$ cat src/rtl/mem_arbiter.sv
//------------------------------------------------------------------------------
// Module      : mem_arbiter
// Description : Two-port arbiter sharing a single valid/ready memory bus
//               between the instruction-fetch (icache miss) port and the
//               load/store data port. The winning request is forwarded with
//               zero added latency and the grant is held until memory
//               completes the transfer.
// Macro       : ARB_ROUND_ROBIN_EN - when defined, simultaneous requests in
//               IDLE go to the port that did not complete last; otherwise
//               the data port always wins.
// Revision    : 1.0 - initial release
//------------------------------------------------------------------------------
`default_nettype none

module mem_arbiter #(
  parameter int AW = 32,
  parameter int DW = 32
) (
  input  logic            clk,
  input  logic            rstn,
  // instruction port (read only)
  input  logic            i_valid,
  output logic            i_ready,
  input  logic [AW-1:0]   i_addr,
  output logic [DW-1:0]   i_rdata,
  // data port
  input  logic            d_valid,
  output logic            d_ready,
  input  logic [AW-1:0]   d_addr,
  input  logic [DW-1:0]   d_wdata,
  input  logic [DW/8-1:0] d_wstrb,
  output logic [DW-1:0]   d_rdata,
  // memory side
  output logic            mem_valid,
  input  logic            mem_ready,
  output logic [AW-1:0]   mem_addr,
  output logic [DW-1:0]   mem_wdata,
  output logic [DW/8-1:0] mem_wstrb,
  input  logic [DW-1:0]   mem_rdata,
  output logic            mem_owner
);

  localparam int SW = DW / 8;

  localparam logic [1:0] ST_IDLE   = 2'd0;
  localparam logic [1:0] ST_BUSY_I = 2'd1;
  localparam logic [1:0] ST_BUSY_D = 2'd2;

  logic [1:0] state_q, state_d;
  logic       last_q, last_d;

  // Combinational grant/handshake results before reset gating
  logic       sel;        // 0 = instruction, 1 = data
  logic       mv;
  logic       i_rdy;
  logic       d_rdy;
  logic       both_win;   // winner when both ports request in IDLE

`ifdef ARB_ROUND_ROBIN_EN
  assign both_win = ~last_q;
`else
  assign both_win = 1'b1;
`endif

  // Next-state, grant selection and handshake generation
  always_comb begin
    state_d = state_q;
    last_d  = last_q;
    sel     = 1'b0;
    mv      = 1'b0;
    i_rdy   = 1'b0;
    d_rdy   = 1'b0;
    case (state_q)
      ST_IDLE: begin
        sel = (i_valid && d_valid) ? both_win : d_valid;
        mv  = i_valid | d_valid;
        if (mv) begin
          if (mem_ready) begin
            // Completes in the arbitration cycle itself; stay in IDLE
            i_rdy  = ~sel;
            d_rdy  = sel;
            last_d = sel;
          end else begin
            state_d = sel ? ST_BUSY_D : ST_BUSY_I;
          end
        end
      end
      ST_BUSY_I: begin
        sel = 1'b0;
        mv  = i_valid;
        if (!i_valid) begin
          // Owner withdrew: abandon without a ready
          state_d = ST_IDLE;
        end else if (mem_ready) begin
          i_rdy   = 1'b1;
          last_d  = 1'b0;
          state_d = ST_IDLE;
        end
      end
      ST_BUSY_D: begin
        sel = 1'b1;
        mv  = d_valid;
        if (!d_valid) begin
          state_d = ST_IDLE;
        end else if (mem_ready) begin
          d_rdy   = 1'b1;
          last_d  = 1'b1;
          state_d = ST_IDLE;
        end
      end
      default: begin
        state_d = ST_IDLE;
      end
    endcase
  end

  // State and last-owner registers, synchronous active-low reset
  always_ff @(posedge clk) begin
    if (!rstn) begin
      state_q <= ST_IDLE;
      last_q  <= 1'b0;
    end else begin
      state_q <= state_d;
      last_q  <= last_d;
    end
  end

  // Handshakes are forced low while reset is held so memory sees no request
  assign mem_valid = rstn & mv;
  assign i_ready   = rstn & i_rdy;
  assign d_ready   = rstn & d_rdy;
  assign mem_owner = rstn & sel;

  // Forwarding mux follows the owner; instruction fetches never write
  assign mem_addr  = mem_owner ? d_addr  : i_addr;
  assign mem_wdata = mem_owner ? d_wdata : {DW{1'b0}};
  assign mem_wstrb = mem_owner ? d_wstrb : {SW{1'b0}};

  // Read data is shared; only the owner's ready qualifies it
  assign i_rdata = mem_rdata;
  assign d_rdata = mem_rdata;

endmodule

`default_nettype wire

$ cat config.mk
export PLATFORM = sky130hd
export DESIGN_NAME = mem_arbiter
export DESIGN_NICKNAME = d
export VERILOG_FILES = /design/src/rtl/mem_arbiter.sv
export SDC_FILE = /design/constraint.sdc
export NUM_CORES = 1
export LEC_CHECK = 0
export CORE_AREA = 10 10 98 100
export CTS_BUF_LIST = sky130_fd_sc_hd__clkbuf_2 sky130_fd_sc_hd__clkbuf_4 sky130_fd_sc_hd__clkbuf_8
export CTS_CLUSTER_DIAMETER = 40
export DETAILED_ROUTE_END_ITERATION = 8
export DIE_AREA = 0 0 108 110
export PLACE_DENSITY = 0.8
export SETUP_SLACK_MARGIN = 0.3
export SKIP_CTS_REPAIR_TIMING = 1
export SLEW_MARGIN = 5
export SYNTH_ARGS = -nofsm -noshare
export SYNTH_HDL_FRONTEND = slang
export SYNTH_SLANG_ARGS = --single-unit
$ cat constraint.sdc
create_clock -name clk -period 4.1 [get_ports clk]
set_input_delay 1.23 -clock clk [delete_from_list [all_inputs] [get_ports clk]]
set_output_delay 1.23 -clock clk [all_outputs]
set_load 0.05 [all_outputs]
# Yosys cells after proc, flatten, opt, wreduce, memory -nomap -nowiden
# Cells that the tools add are included.
dict set report word_totals {
  output_inout_bits 136
  elab_cells 36
  ff_bits 2
}
dict set report classes {
  bitwise_logic 6
  eq_ne 4
  mux 22
  n_reduce_logical 3
}
# op count
set op_table {}
lappend op_table {{two-way mux 32 bit} 2}
lappend op_table {{two-way mux 2 bit} 6}
lappend op_table {{two-way mux 1 bit} 8}
lappend op_table {{case mux 1 bit (2 select lines)} 3}
lappend op_table {{case mux 2 bit (3 select lines)} 1}
lappend op_table {{bitwise AND 1 bit} 4}
lappend op_table {{two-way mux 4 bit} 1}
lappend op_table {{!= test 2 bit, second input constant} 2}
lappend op_table {{case mux 1 bit (3 select lines)} 1}
lappend op_table {{equality test 2 x 1 -> 1 bit, second input constant} 1}
lappend op_table {{equality test 2 bit, second input constant} 1}
lappend op_table {{logical NOT 2 bit} 1}
lappend op_table {{AND reduction 2 bit} 1}
lappend op_table {{logical AND 1 bit} 1}
lappend op_table {{NOT 1 bit} 1}
lappend op_table {{bitwise OR 1 bit} 1}

# Longest topological paths before layout
dict set report logic_depth {
  word_depth 7
  mapped_depth 5
  depth_no_buf 3
}

# Least setup slack after synthesis
# Ideal clock, no wire load.
dict set report synth_path {
  path_kind {input to output}
  startpoint {input port d_valid}
  endpoint {output port mem_valid}
  arrival_ns 2.444
  n_path_buf 0
  required_time_ns 2.870
  cell_stages 2
  setup_slack_ns 0.426
  path_cell_list {nand2b_1 > a21boi_0}
}
dict set report synth_between {
  elab_chain_cells 3
}
# item line
set synth_rtl {}
lappend synth_rtl {{start, declared} 27} ;# input logic d_valid,
lappend synth_rtl {{bitwise OR 1 bit} 76} ;# mv = i_valid | d_valid;
lappend synth_rtl {{case mux 1 bit (3 select lines) *} 73} ;# case (state_q)
lappend synth_rtl {{bitwise AND 1 bit *} 129} ;# assign mem_valid = rstn & mv;
lappend synth_rtl {{end, declared} 34} ;# output logic mem_valid,
# Every way passes the cells marked *; elsewhere a longest branch is shown, timed or not.

# Worst setup path in the final report
dict set report layout_path {
  startpoint {input port d_valid}
  endpoint {output port mem_addr[18]}
}
dict set report layout_between {
  elab_chain_cells 5
}
# item line
set layout_rtl {}
lappend layout_rtl {{logical AND 1 bit} 75} ;# sel = (i_valid && d_valid) ? both_win : d_valid;
lappend layout_rtl {{two-way mux 1 bit *} 75}
lappend layout_rtl {{case mux 1 bit (2 select lines) *} 73}
lappend layout_rtl {{bitwise AND 1 bit *} 132} ;# assign mem_owner = rstn & sel;
lappend layout_rtl {{two-way mux 32 bit *} 135} ;# assign mem_addr = mem_owner ? d_addr : i_addr;
lappend layout_rtl {{end, declared} 36} ;# output logic [AW-1:0] mem_addr,
# Marks and branches as above.

==> results.md <==
- Reg area: 40.0 um^2
- Die Wd: 108 um
- Worst r2r dst: state_q[0]
- H-tree depth: 1
- Sink Count: 2
- First-pass GRT wire length: 9.60 mm
- FF+latch count, synth: 2
- DR vias: 1,431
- CP Max Fanout: 6
- R2R depth: 3
- Max-slew violation count: 0
- Vias in the first global route: 1,526
- 1st-pass router iterations: 2
- Critical path class: input pin to output port
- Clock Path Buffers: 2
- Die ar.: 11,900 um^2
- Worst slew pin tran: 395 ps
- Area growth, synth to finish: 166%
- Starting Density: 16.2%
- Core Box Area: 7650 um^2
- Hold path cells: 2
- Sequential share of the synthesized area: 3.23%
- Pleak: 0.00138 uW
- Peak VDD IR: 0.156 mV
- Setup crit end kind: output port
- Root Driver: clkbuf_8
- Worst r2r src: state_q[0]
- Die span in y: 110 um
- Post-synthesis cell area: 1240 um^2
- Design Area, Final: 3300 um^2
- Power Density: 187 nW/um^2
- Overflow after GRT: 0
- Antenna Cells: 0
- Drt drc: 0
- Nets@finish: 412
- Max reg flops: 2
- Vias per Instance: 3.82
- Layout fillers: 721
- Hold EP: state_q[1]
- Most flop-heavy register: state_q
- Initial antenna violation count: 0
- Hold Slack: 671 ps
- Ys Warns: 0
- FF-to-FF setup slack: 3270 ps
- CTS Buf Count: 3
- Hold path startpoint: state_q[0]
- GPL Wtd Cong: 0.815
- CTS tree: built
- Detail Route Antenna Nets: 0
- Share of layout cells above drive strength 1: 44.7%
- Dpl hpwl: 6.19 mm
- Rel. slew slack: 73.4%
- RSZ-0062 raised after global routing: no
- WL/cell: 19.7 um
- Critical Path RT: 2870 ps
- Biggest regs: state_q (2)
- Post-Synthesis Cells: 153
- I/O pin total: 273
- Final period util: 90.9%
- Num rows: 32
- Largest net degree at the start of global routing: 38
- Critical Path AT: 2500 ps
- Net Count, Synth: 290
- Status: completed
- Placed Area: 2960 um^2
- Final WL: 7.39 mm
- DRT iter0 DRCs: 33
- Fin crit period: 3730 ps
- Final Setup Violations: 0
- Max cap viols: 0
- Total power: 618 uW
- Critical Path Source Type: input pin
- Clock slew at reported path FFs: 30 ps
- FMAX: 268 MHz
- Syn_area_per_cell: 8.11 um^2
- Final Skew: 1.99 ps
- Hold Path Class: flop to flop
- Area of the multi-input gates: 703 um^2
- Final hold vios: 0
- Clock latency on the worst-skew pair: 210 ps
- GRT Overall Usage: 10.2%
- IO buf count: 176
- Yosys cell types: 12
## layout make-up
type / instances / area share, %
repair buffers: 188 / 72.4
multi-input cells: 80 / 21.3
well taps: 102 / 3.86
flip-flops and latches: 2 / 1.21
clock buffers: 3 / 1.25
## metal layers
layer	wire length (um)	vias up	track usage, %
met3	920	21	5.92
li1	-	669	-
met4	108	0	2.29
met2	3690	116	17.4
met1	2670	625	10.7
met5	0	-	0
## power by group
| part | internal, uW | leakage (uW) | switching (uW) |
|---|---|---|---|
| Clock | 62.2 | 0.0000216 | 16.7 |
| Sequential | 20.3 | 0.0000163 | 0.477 |
| Combinational | 268 | 0.00134 | 251 |
## Yosys cell counts
library cell   n  share of area, %
clkbuf_1       1              0.30
dfxtp_1        2               3.2
buf_2          1              0.40
nor2_1         5               1.5
buf_6          4               3.6
mux2_2        32                29
and2_1        36                18
nand2b_1       4               2.0
nand2_1        1              0.30
a21boi_0       1              0.61
buf_4         65                39
nor3b_4        1               1.5
## through the flow
| stage | utilization [%] | setup TNS, ps | cells | setup slack, ps |
|---|---|---|---|---|
| floorplan | - | 0 | 153 | 426 |
| global placement | 38.7 | 0 | 363 | 16.7 |
| detailed placement | 38.7 | -22.6 | 363 | -9.49 |
| CTS | 39.2 | -119 | 366 | -18.4 |
| global route | 43.2 | 0 | 375 | 342 |
| finish | 43.2 | 0 | 375 | 375 |
## worst max-delay path, stage by stage
cell and delay (ps):
clkbuf_2 100, nor2_2 50, nor3b_4 260, buf_6 200
clkbuf_16 160, mux2_2 340, buf_8 150
## placed cells by master, fill, tap and decap left out
| cell | n |
|---|---|
| clkdlybuf4s50_1 | 102 |
| buf_12 | 43 |
| and2_1 | 36 |
| mux2_2 | 21 |
| buf_4 | 15 |
| buf_8 | 12 |
| mux2_4 | 11 |
| buf_6 | 11 |
| nand2b_1 | 4 |
| nor2_1 | 4 |
| clkbuf_8 | 3 |
| clkbuf_16 | 3 |
| dfxtp_1 | 2 |
| nor2_2 | 1 |
| nor3b_4 | 1 |
| a21boi_0 | 1 |
| nand2_1 | 1 |
| dlymetal6s2s_1 | 1 |
| clkbuf_2 | 1 |
## how the worst max path moves through the flow
stage,slack [ps],from,cells past startpoint,end
after global placement,20,d_valid,6,mem_addr[0]
after global routing,340,d_valid,7,mem_addr[18]
after floorplan,430,d_valid,2,mem_valid
after detailed placement,-9,d_valid,6,mem_addr[26]
after CTS,-20,d_valid,6,mem_addr[26]
final,370,d_valid,7,mem_addr[18]
## logic make-up after synthesis
family / share of synthesized area (%)
AO/OA/AOI/OAI: 0.605
buffers and inverters: 43.6
flip-flops: 3.23
multiplexers: 29.0
AND/OR/NAND/NOR: 23.5
No activity file was read; power rests on OpenSTA's default activity.
